===== src/rtl/cpu_pkg.sv =====
// Shared CPU pipeline package.
// Contents:
//   RESET_PC_DEF, NOP_INSTR_DEF : default reset PC and bubble instruction word
//   fetch_state_t               : fetch FSM states {FETCH, WAIT, DROP}
//   if_id_t                     : IF/ID pipeline register contents {instr, pc4, valid}
//   align_word()                : clears the two low address bits of a target
package cpu_pkg;

  localparam logic [31:0] RESET_PC_DEF  = 32'h0000_0000;
  localparam logic [31:0] NOP_INSTR_DEF = 32'h0000_0000;

  typedef enum logic [1:0] {
    FETCH = 2'd0,
    WAIT  = 2'd1,
    DROP  = 2'd2
  } fetch_state_t;

  typedef struct packed {
    logic [31:0] instr;
    logic [31:0] pc4;
    logic        valid;
  } if_id_t;

  // Instruction addresses are word aligned; the low bits of a branch target are dropped.
  function automatic logic [31:0] align_word(input logic [31:0] addr);
    return {addr[31:2], 2'b00};
  endfunction

endpackage


===== src/rtl/fetch_stage_if_id_reg.sv =====
// if_id_reg: pipeline register between two stages with load/hold/bubble control.
// Ports:
//   clk, rst_n          : clock, asynchronous active-low reset
//   load                : capture in_instr/in_pc4 and mark the entry valid
//   bubble              : replace the entry with NOP_INSTR and clear valid (wins over load)
//   in_instr, in_pc4    : data captured on load
//   out_instr, out_pc4, out_valid : registered contents
// With neither load nor bubble the register holds.
module if_id_reg
  import cpu_pkg::*;
#(
  parameter logic [31:0] NOP_INSTR = NOP_INSTR_DEF
) (
  input  logic        clk,
  input  logic        rst_n,
  input  logic        load,
  input  logic        bubble,
  input  logic [31:0] in_instr,
  input  logic [31:0] in_pc4,
  output logic [31:0] out_instr,
  output logic [31:0] out_pc4,
  output logic        out_valid
);

  if_id_t q_r;

  // Pipeline register update: bubble > load > hold. pc4 is kept on a bubble.
  always_ff @(posedge clk or negedge rst_n) begin
    if (!rst_n) begin
      q_r.instr <= NOP_INSTR;
      q_r.pc4   <= 32'h0000_0000;
      q_r.valid <= 1'b0;
    end else if (bubble) begin
      q_r.instr <= NOP_INSTR;
      q_r.valid <= 1'b0;
    end else if (load) begin
      q_r.instr <= in_instr;
      q_r.pc4   <= in_pc4;
      q_r.valid <= 1'b1;
    end else begin
      q_r <= q_r;
    end
  end

  assign out_instr = q_r.instr;
  assign out_pc4   = q_r.pc4;
  assign out_valid = q_r.valid;

endmodule


===== src/rtl/fetch_stage.sv =====
// fetch_stage: instruction fetch with PC, imem handshake and IF/ID register.
// Ports:
//   clk, rst_n                  : clock, asynchronous active-low reset
//   imem_addr/imem_req          : fetch address (= PC) and request (1 once out of reset)
//   imem_rdata/imem_ready       : returned word and its single-cycle completion pulse
//   stall                       : hold PC and IF/ID
//   branch_taken/branch_target  : redirect the PC and flush IF/ID (wins over stall)
//   id_instr/id_pc4/id_valid    : IF/ID register contents delivered to decode
//   perf_fetched/perf_stall     : performance counters, only with FETCH_PERF_CNT_EN defined
// imem_req rises on the first clock after reset release; imem_ready seen while
// imem_req is still low is ignored, so the first word is captured one edge later.
module fetch_stage
  import cpu_pkg::*;
#(
  parameter logic [31:0] RESET_PC  = RESET_PC_DEF,
  parameter logic [31:0] NOP_INSTR = NOP_INSTR_DEF
) (
  input  logic        clk,
  input  logic        rst_n,
  output logic [31:0] imem_addr,
  output logic        imem_req,
  input  logic [31:0] imem_rdata,
  input  logic        imem_ready,
  input  logic        stall,
  input  logic        branch_taken,
  input  logic [31:0] branch_target,
  output logic [31:0] id_instr,
  output logic [31:0] id_pc4,
`ifdef FETCH_PERF_CNT_EN
  output logic [31:0] perf_fetched,
  output logic [31:0] perf_stall,
`endif
  output logic        id_valid
);

  fetch_state_t state_r;
  logic [31:0]  pc_r;
  logic [31:0]  pend_tgt_r;
  logic         req_r;
  logic [31:0]  pc4_s;
  logic         load_s;
  logic         bubble_s;

  assign pc4_s     = pc_r + 32'd4;
  assign imem_addr = pc_r;
  assign imem_req  = req_r;

  // IF/ID control: flush on branch, hold on stall, capture on ready, else bubble.
  // A word returning in DROP belongs to a squashed path and is never loaded.
  always_comb begin
    load_s   = 1'b0;
    bubble_s = 1'b0;
    if (req_r) begin
      case (state_r)
        FETCH, WAIT: begin
          if (branch_taken) begin
            bubble_s = 1'b1;
          end else if (stall) begin
            bubble_s = 1'b0;
          end else if (imem_ready) begin
            load_s = 1'b1;
          end else begin
            bubble_s = 1'b1;
          end
        end
        DROP: begin
          if (branch_taken) begin
            bubble_s = 1'b1;
          end else if (stall) begin
            bubble_s = 1'b0;
          end else begin
            bubble_s = 1'b1;
          end
        end
        default: bubble_s = 1'b1;
      endcase
    end else begin
      load_s   = 1'b0;
      bubble_s = 1'b0;
    end
  end

  // Fetch FSM: PC only moves on imem_ready so the address is stable while outstanding.
  always_ff @(posedge clk or negedge rst_n) begin
    if (!rst_n) begin
      state_r    <= FETCH;
      pc_r       <= RESET_PC;
      pend_tgt_r <= 32'h0000_0000;
      req_r      <= 1'b0;
    end else begin
      req_r <= 1'b1;
      if (req_r) begin
        case (state_r)
          FETCH, WAIT: begin
            if (branch_taken) begin
              if (imem_ready) begin
                pc_r    <= align_word(branch_target);
                state_r <= FETCH;
              end else begin
                pend_tgt_r <= align_word(branch_target);
                state_r    <= DROP;
              end
            end else if (imem_ready) begin
              state_r <= FETCH;
              if (!stall) begin
                pc_r <= pc4_s;
              end
            end else begin
              state_r <= WAIT;
            end
          end
          DROP: begin
            if (imem_ready) begin
              pc_r    <= branch_taken ? align_word(branch_target) : pend_tgt_r;
              state_r <= FETCH;
            end else if (branch_taken) begin
              pend_tgt_r <= align_word(branch_target);
            end
          end
          default: state_r <= FETCH;
        endcase
      end
    end
  end

  if_id_reg #(
    .NOP_INSTR (NOP_INSTR)
  ) u_if_id (
    .clk       (clk),
    .rst_n     (rst_n),
    .load      (load_s),
    .bubble    (bubble_s),
    .in_instr  (imem_rdata),
    .in_pc4    (pc4_s),
    .out_instr (id_instr),
    .out_pc4   (id_pc4),
    .out_valid (id_valid)
  );

`ifdef FETCH_PERF_CNT_EN
  logic [31:0] perf_fetched_r;
  logic [31:0] perf_stall_r;

  // Counters: words delivered to decode, and cycles stalled or not in FETCH.
  always_ff @(posedge clk or negedge rst_n) begin
    if (!rst_n) begin
      perf_fetched_r <= 32'h0000_0000;
      perf_stall_r   <= 32'h0000_0000;
    end else begin
      if (load_s) begin
        perf_fetched_r <= perf_fetched_r + 32'd1;
      end
      if (stall || (state_r != FETCH)) begin
        perf_stall_r <= perf_stall_r + 32'd1;
      end
    end
  end

  assign perf_fetched = perf_fetched_r;
  assign perf_stall   = perf_stall_r;
`endif

endmodule


===== config.mk =====
export PLATFORM = sky130hd
export DESIGN_NAME = fetch_stage
export DESIGN_NICKNAME = d
export VERILOG_FILES = /design/src/rtl/cpu_pkg.sv /design/src/rtl/fetch_stage_if_id_reg.sv /design/src/rtl/fetch_stage.sv
export SDC_FILE = /design/constraint.sdc
export NUM_CORES = 1
export LEC_CHECK = 0
export ABC_AREA = 1
export ABC_CLOCK_PERIOD_IN_PS = 1850
export CAP_MARGIN = 20
export CELL_PAD_IN_SITES_DETAIL_PLACEMENT = 1
export CELL_PAD_IN_SITES_GLOBAL_PLACEMENT = 1
export CORE_ASPECT_RATIO = 0.8
export CORE_UTILIZATION = 36
export CTS_CLUSTER_DIAMETER = 80
export DETAILED_ROUTE_END_ITERATION = 10
export PLACE_DENSITY_LB_ADDON = 0.1
export RECOVER_POWER = 50
export SLEW_MARGIN = 40
export SYNTH_ARGS = -nofsm -noshare
export SYNTH_HDL_FRONTEND = slang
export SYNTH_SLANG_ARGS = --single-unit

===== constraint.sdc =====
create_clock -name clk -period 1.85 [get_ports clk]
set_clock_uncertainty 0.05 [all_clocks]
set_input_delay 0.4625 -clock clk [delete_from_list [all_inputs] [get_ports clk]]
set_output_delay 0.4625 -clock clk [all_outputs]
set_load 0.01 [all_outputs]

[Yosys cells after proc, flatten, opt, wreduce, memory -nomap -nowiden]
Cells that the tools add are included.
Operators by class
  $add $sub $neg: 1
  bitwise gates (word level): 1
  mux-type cells: 31
  equality and inequality tests: 8
  reductions and logical operators: 8
Operator list (count)
  2-to-1 mux 32 bit: 10
  one-hot mux 32 bit (2 select lines): 2
  2-to-1 mux 65 bit: 1
  adder 32 x 3 -> 32 bit (second input constant): 1
  2-to-1 mux 1 bit: 13
  inequality test 2 bit (second input constant): 5
  AND reduction 5 bit: 2
  2-to-1 mux 2 bit: 3
  one-hot mux 2 bit (2 select lines): 1
  AND reduction 2 bit: 2
  nonzero test 2 bit: 2
  inequality test 3 bit (second input constant): 1
  == test 2 x 1 -> 1 bit (second input constant): 1
  == test 2 bit (second input constant): 1
  zero test 2 bit: 1
  one-hot mux 1 bit (2 select lines): 1
  OR reduction 2 bit: 1
  NOT 1 bit: 1
Storage, ports and cells
  register bits: 132
  output and inout port bits: 98
  word-level logic and storage cells: 56

[Logic depth before layout (Yosys ltp)]
  word-level depth: 7
  mapped depth: 12
  gate-level depth less buffers: 12

[Cells and area by module]
From an unflattened synthesis, not the netlist that was laid out.
Second synthesis, totals
  cells, all modules: 901
  area total of the unflattened synthesis: 6889.1 um^2
Modules (own cells, without submodules)
  fetch_stage: instances 1, cells each 619, sequential area each 1676.6 um^2, area each 4344.2 um^2
  if_id_reg: instances 1, cells each 282, sequential area each 1626.6 um^2, area each 2544.9 um^2

[Least setup slack after synthesis]
No wires, ideal clock.
  kind: reg-to-reg
  start point: register pc_r[2] (netlist: imem_addr[2])
  end point: register pc_r[20] (netlist: imem_addr[20])
  data required time: 1.713 ns
  stages on the path, launching flop included: 10
  buffers on the path: 0
  period minus slack after synthesis: 1.697 ns
  path slack: 0.153 ns
  library setup time: 0.087 ns
  arrival time: 1.560 ns
  path through: dfrtp_1 -> ha_1 -> nand2_2 -> nor2_8 -> nand2_2 -> nor2_4 -> nand2_1 -> xor2_1 -> nand2_1 -> a22oi_1
Between the ends
  cells in the longest elaborated chain, start to end: 5
RTL lines
  start: declaration: RTL line fetch_stage.sv:37  | logic [31:0] pc_r;
  start signal: assignment: RTL line fetch_stage.sv:97  | pc_r <= align_word(branch_target);
  start signal: assignment: RTL line fetch_stage.sv:106  | pc_r <= pc4_s;
  start signal: assignment: RTL line fetch_stage.sv:114  | pc_r <= branch_taken ? align_word(branch_target) : pend_tgt_r;
  adder 32 x 3 -> 32 bit: RTL line fetch_stage.sv:44  | assign pc4_s = pc_r + 32'd4;
  2-to-1 mux 32 bit: RTL line fetch_stage.sv:105  | if (!stall) begin
  2-to-1 mux 32 bit: RTL line fetch_stage.sv:103  | end else if (imem_ready) begin
  2-to-1 mux 32 bit: RTL line fetch_stage.sv:95  | if (branch_taken) begin
  one-hot mux 32 bit (2 select lines): RTL line fetch_stage.sv:93  | case (state_r)
Every way passes these cells. The select of a mux whose other input is x is not followed.
A chain may end at the register's enable or synchronous reset.

[Worst setup path in the final report]
  start point: register pc_r[2] (netlist: imem_addr[2])
  end point: register pc_r[24] (netlist: imem_addr[24])
The elaborated chain is that of the path after synthesis.

==> impl_metrics.json <==
{
  "r2r_end": "imem_addr[24]",
  "hold_viol_final": 0,
  "dp.cells": 1252,
  "synthSimpleGateAreaFrac_pct": 27.2,
  "synth_top_family_by_area": "simple AND/OR/NAND/NOR gates",
  "fin_hold_ws_ns": 0.355,
  "synth_compound_gate_area_share_pct": 12.1,
  "tns_ns": 0,
  "die_area_um2": 18800,
  "yosysMostFrequentCell": "nand2_1",
  "instances_no_fill": 1314,
  "tritoncts": "yes",
  "slew_headroom_pct": 52.5,
  "numCtsBuffers": 17,
  "setup_violations": 0,
  "num_rows": 43,
  "async_flop_share_pct": 100,
  "yosysTopAreaCell": "dfrtp_1",
  "grt_pass1_vias": 6594,
  "grt_pass1_wl_um": 36000,
  "end_kind": "register",
  "vias": 6453,
  "drt-initial-drc-count": 389,
  "ios": 167,
  "ant_nets": 0,
  "syn_to_final_growth_pct": 48.4,
  "power.switching_mw": 3.82,
  "fillers": 2138,
  "period_minus_slack_ns": 1.84,
  "p_leak_nw": 4.70,
  "rsz0062_at_grt": "true",
  "pwr-share-seq_pct": 35.9,
  "clockBufferDepth": 2,
  "drt-wirelength-per-cell_um": 17.1,
  "synth_edf_count": 0,
  "synthAdderAreaFrac_pct": 0.191,
  "crit_fanout": 4,
  "synth_area_per_cell_um2": 7.72,
  "synth_xor_area_share_pct": 2.77,
  "viasPerCell": 4.91,
  "core_area_um2": 17600,
  "cts_htree_levels": 4,
  "drt-total-wl_um": 22500,
  "clk_pin_slew_ns": 0.06,
  "synthTopCellsByArea": "dfrtp_1, nand2_1, o21ai_0",
  "yosysWarnings": 0,
  "ys_types": 36,
  "p_int_mw": 7.30,
  "grt_antenna_before_repair": 0,
  "holdPathStages": 4,
  "place.gp.congestion": 0.837,
  "die_h_um": 123,
  "diodes": 0,
  "drive_gt1_share_pct": 18.2,
  "timing.rr.start": "imem_addr[2]",
  "die_width_um": 153,
  "hpwl_um": 15800,
  "netlist_instances": 850,
  "layout_setup_ws_ns": 0.00938,
  "grt_overflow": 0,
  "fin_nets": 1147,
  "synth_top_area_share_pct": 50.4,
  "ff2ff_path_depth": 12,
  "drc": 0,
  "status": "complete, no violations",
  "pwr-share-comb_pct": 33.3,
  "startpoint": "imem_addr[2]",
  "ir_worst_vdd_mv": 0.642,
  "p_clk_share_pct": 30.8,
  "rrSetupSlack_ns": 0.009,
  "startpoint_type": "register",
  "numPortBuffers": 164,
  "cp.required_ns": 2.15,
  "hp-start": "branch_taken",
  "synth_area_um2": 6560,
  "power_density_nw_per_um2": 1140,
  "worst_pin_slew_ns": 0.713,
  "cp.arrival_ns": 2.14,
  "synthMuxAreaShare_pct": 0,
  "switching_share_pct": 34.3,
  "synthTopCellsByCount": "nand2_1, dfrtp_1, o21ai_0",
  "post-route-period-util_pct": 99.5,
  "worstSkewPairLatency_ns": 0.42,
  "track_usage_pct": 25.0,
  "yosysSeqAreaShare_pct": 50.4,
  "min_to": "state_r[0]",
  "fmax_mhz": 543,
  "drv_cap": 0,
  "hold_path.class": "in -> reg",
  "cts_root_buf": "clkbuf_16",
  "ys.flop_type": "dfrtp_1",
  "firstDrtPassIters": 4,
  "synth_seq_cells": 132,
  "syn_nets": 920,
  "initial_utilization_pct": 37.3,
  "path_class": "reg -> reg",
  "slew_violations": 0,
  "clkSinkCount": 132,
  "dp_slack_ns": -0.322,
  "grt_max_degree": 50
}
cells by family after synthesis:
kind of cell | Yosys count
AO/OA/AOI/OAI | 150
XOR/XNOR | 19
adder cells (fa/ha/maj) | 1
buffers and inverters | 115
flip-flops | 132
other | 1
AND/OR/NAND/NOR | 432
power by group through the flow:
stage          clock network, mW  registers (mW)  logic [mW]
2_1_floorplan                  0            4.20        1.32
3_3_place_gp                   0            4.07        3.37
3_5_place_dp                   0            4.11        3.43
4_1_cts                     3.48            3.99        3.54
5_1_grt                     3.58            4.06        4.06
6_report                    3.42            3.99        3.71
per-stage QoR:
stage	utilization (%)	total power [mW]	instance area (um2)
4_1_cts	54.3	11.0	9550
2_1_floorplan	-	5.52	6560
3_3_place_gp	49.9	7.45	8780
3_5_place_dp	49.9	7.54	8780
5_1_grt	55.3	11.7	9730
6_report	55.3	11.1	9730
area by class of cell:
| class | instances | area [um2] | area share (%) |
|---|---|---|---|
| flip-flops and latches | 132 | 3320 | 34.1 |
| inverters | 76 | 285 | 2.93 |
| well taps | 225 | 282 | 2.89 |
| clock buffers | 18 | 429 | 4.41 |
| clock inverters | 13 | 161 | 1.66 |
| multi-input cells | 603 | 2990 | 30.7 |
| repair buffers | 247 | 2270 | 23.3 |
per-layer routing:
metal | track usage, % | wire, um
met5 | 0 | 0
met1 | 35.1 | 11200
met3 | 5.44 | 1090
met4 | 6.82 | 243
met2 | 39.2 | 9990
cell usage in the layout (no fill, tap or decap), types with 9 or more instances in the layout:
| master | n |
|---|---|
| a21oi_1 | 43 |
| buf_4 | 68 |
| clkbuf_16 | 17 |
| clkdlybuf4s25_1 | 21 |
| clkdlybuf4s50_1 | 72 |
| dfrtp_1 | 118 |
| dfrtp_2 | 14 |
| dlygate4sd2_1 | 65 |
| inv_1 | 67 |
| inv_2 | 9 |
| nand2_1 | 315 |
| nand2_2 | 12 |
| nand3_1 | 24 |
| nor2_1 | 44 |
| nor2_2 | 12 |
| o21ai_0 | 75 |
| o21ai_1 | 14 |
state kept, by name, indices dropped and copies added (netlist names):
name               count
state_r                2
pend_tgt_r            32
imem_req               1
u_if_id.out_instr     32
imem_addr             32
u_if_id.out_pc4       32
u_if_id.out_valid      1
worst max-delay path, stage by stage (launching register included):
cell and delay [ns]:
dfrtp_1 0.36, buf_6 0.12, ha_4 0.15, nand2_4 0.06, nor2_8 0.13, nand2_4 0.07
nor2_4 0.25, nand2_2 0.10, nand2_2 0.09, nand3_2 0.08, nand2_1 0.08, nand2_1 0.07
a21oi_2 0.15
worst max-delay path by stage:
stage | end | slack [ns]
after global placement | u_if_id.out_instr[24] | -0.21
after CTS | imem_addr[17] | -0.005
after detailed placement | u_if_id.out_instr[16] | -0.32
after global routing | imem_addr[24] | -0.09
final | imem_addr[24] | 0.009
after floorplan | imem_addr[20] | 0.15
timing repair:
item	CTS	global route
hold buffers	1	0
pin swaps	4	18
endpoints found under the setup margin	74	51
buffers inserted	21	9
resized for setup	91	64
endpoints found under the hold margin	12	0
No activity file was read; power rests on OpenSTA's default activity.
==> RTL change: new RTL, same flow settings <==
Add a define of `FETCH_PERF_CNT_EN`.
--- a/src/rtl/fetch_stage.sv
+++ b/src/rtl/fetch_stage.sv
@@ -11,2 +11,4 @@
 // imem_req is still low is ignored, so the first word is captured one edge later.
+`define FETCH_PERF_CNT_EN
+
 module fetch_stage
Behaviour (old outputs only; new: perf_fetched and perf_stall): unchanged (equiv_simple and equiv_induct, registers matched by name and starting in step).
==> RTL change against the unedited design <==
Non-clock buffer count rose by 155; setup slack better by 0.025 ns; design area up 52%; area after synthesis up 52%; sequential cell count grew 64; total power is 29% higher; first-iteration DRC count up 4.4%; wire length is 57% higher; sequential power rose by 43%; critical path type unchanged; largest power group unchanged.
==> RTL change: results (changes against the unedited design) <==
- The number of design-rule violations left by the first detailed-router iteration was 406 (+4.4%).
- Post-synthesis cell count: 1281 (+51%)
* Largest cells by area after synthesis: sky130_fd_sc_hd__dfrtp_1 49%, sky130_fd_sc_hd__nand2_1 17%, sky130_fd_sc_hd__o21ai_0 4.7%
- The largest stage delay on the critical path was 0.39 ns (+0.03 ns).
- The net count after synthesis is 1353 (+47%).
- Pin count of the biggest net entering global routing: 48 (-4.0%)
- Worst min-delay path category: flop to flop
- The area share of fa/ha/maj cells after synthesis is 0.377% (+0.19 points).
- Worst-Skew Late Latency: 0.44 ns (+0.02 ns)
* First-pass GRT wire length: 55.8 mm (+55%)
- Max rail drop VDD: 0.689 mV (+7.4%)
- The final weighted congestion in routability-driven placement was 0.833 (-0.50%).
- The worst-path maximum fanout came to 5 (+1).
- The register area share after synthesis was 49.3% (-1.1 points).
* Number of cells in the design after placement: 1943 (+55%)
- The total wire length is 35.3 mm (+57%).
- For this design, the slowest cell found on the critical path is sky130_fd_sc_hd__dfrtp_2.
- Via count of the first global-routing pass: 10141 (+54%)
* Measured slew at the worst slew-check pin: 0.684 ns (-0.0288 ns)
- Status: completed
- Netlist cell types: 38 (+5.6%)
- The filler cell count in the final layout is 3298 (+54%).
- The leakage power of the design is 0.00748 uW (+59%).
- Post-synthesis compound-gate area fraction: 8.67% (-3.4 points)
- The number of I/O port buffers is 228 (+39%).
## RTL change: changes by cell type after synthesis, sizes merged, moves of 9 or more
cell,before,now
nand3,29,43
dfrtp,132,196
inv,76,123
clkbuf,8,28
nor3,2,23
nand2,330,461
buf,31,16
xor2,15,51
xnor2,4,23
o21ai,90,99
nor2,65,125
nand4,4,16
## RTL change: final timing paths
path                       depth (start not counted)  slack [ns]             end           start
max in group asynchronous                          3        0.23   imem_addr[18]           rst_n
min in group asynchronous                          2        0.45   pend_tgt_r[2]           rst_n
max                                               12        0.03   imem_addr[26]    imem_addr[9]
min reg2reg                                        1        0.42  perf_stall[31]  perf_stall[31]
min                                                1        0.42  perf_stall[31]  perf_stall[31]
max reg2reg                                       12        0.03   imem_addr[26]    imem_addr[9]
## RTL change: worst reg2reg max path: cells and delay by family (launching register included)
family	cells	cell delay, ns
buf+inv	2	0.29
compound gates	1	0.13
simple gates	9	0.88
flops	1	0.39
## RTL change: what timing repair did
| action | CTS | global route |
|---|---|---|
| pin swaps | 2 | 26 |
| endpoints found under the setup margin | 192 | 57 |
| hold endpoints to repair | 32 | 0 |
| hold buffers | 1 | 0 |
| gates resized for setup | 197 | 92 |
| setup buffers | 51 | 8 |
## RTL change: layout make-up
class	instances	share of cell area [%]
flip-flops and latches	196	33.4
multi-input cells	916	32.3
clock buffers	20	3.09
clock inverters	11	1.03
well taps	364	3.08
repair buffers	402	23.9
inverters	125	3.18
## RTL change: per-layer routing
layer	part of all wire (%)	track usage, %	vias to the layer above
li1	-	-	4761
met1	48	35.6	4958
met2	47	41.1	195
met3	3.5	4.20	28
met4	0.89	4.92	0
met5	0	0	-
## RTL change: cells by family after synthesis
kind of cell,count (synthesis)
adders and majority gates,3
and+or+nand+nor,675
other,1
DFF,196
xor gates and xnor gates,74
buffers and inverters,169
AOI/OAI and AO/OA,163
## RTL change: power breakdown
part           leakage [uW]  internal [uW]  switching, uW  total, uW
registers           0.00245           5090            637       5720
clock network      0.000297           2210           1730       3940
logic               0.00473           2110           2600       4720
## RTL change: metrics by stage
| stage | setup slack (ns) | instance area [um2] | total power, uW |
|---|---|---|---|
| after global routing | -0.0759 | 14800 | 15200 |
| final | 0.0343 | 14800 | 14400 |
| after floorplan | 0.0759 | 9950 | 7600 |
| after CTS | -0.0182 | 14400 | 14200 |
| after global placement | -0.329 | 13500 | 10200 |
| after detailed placement | -0.396 | 13500 | 10400 |
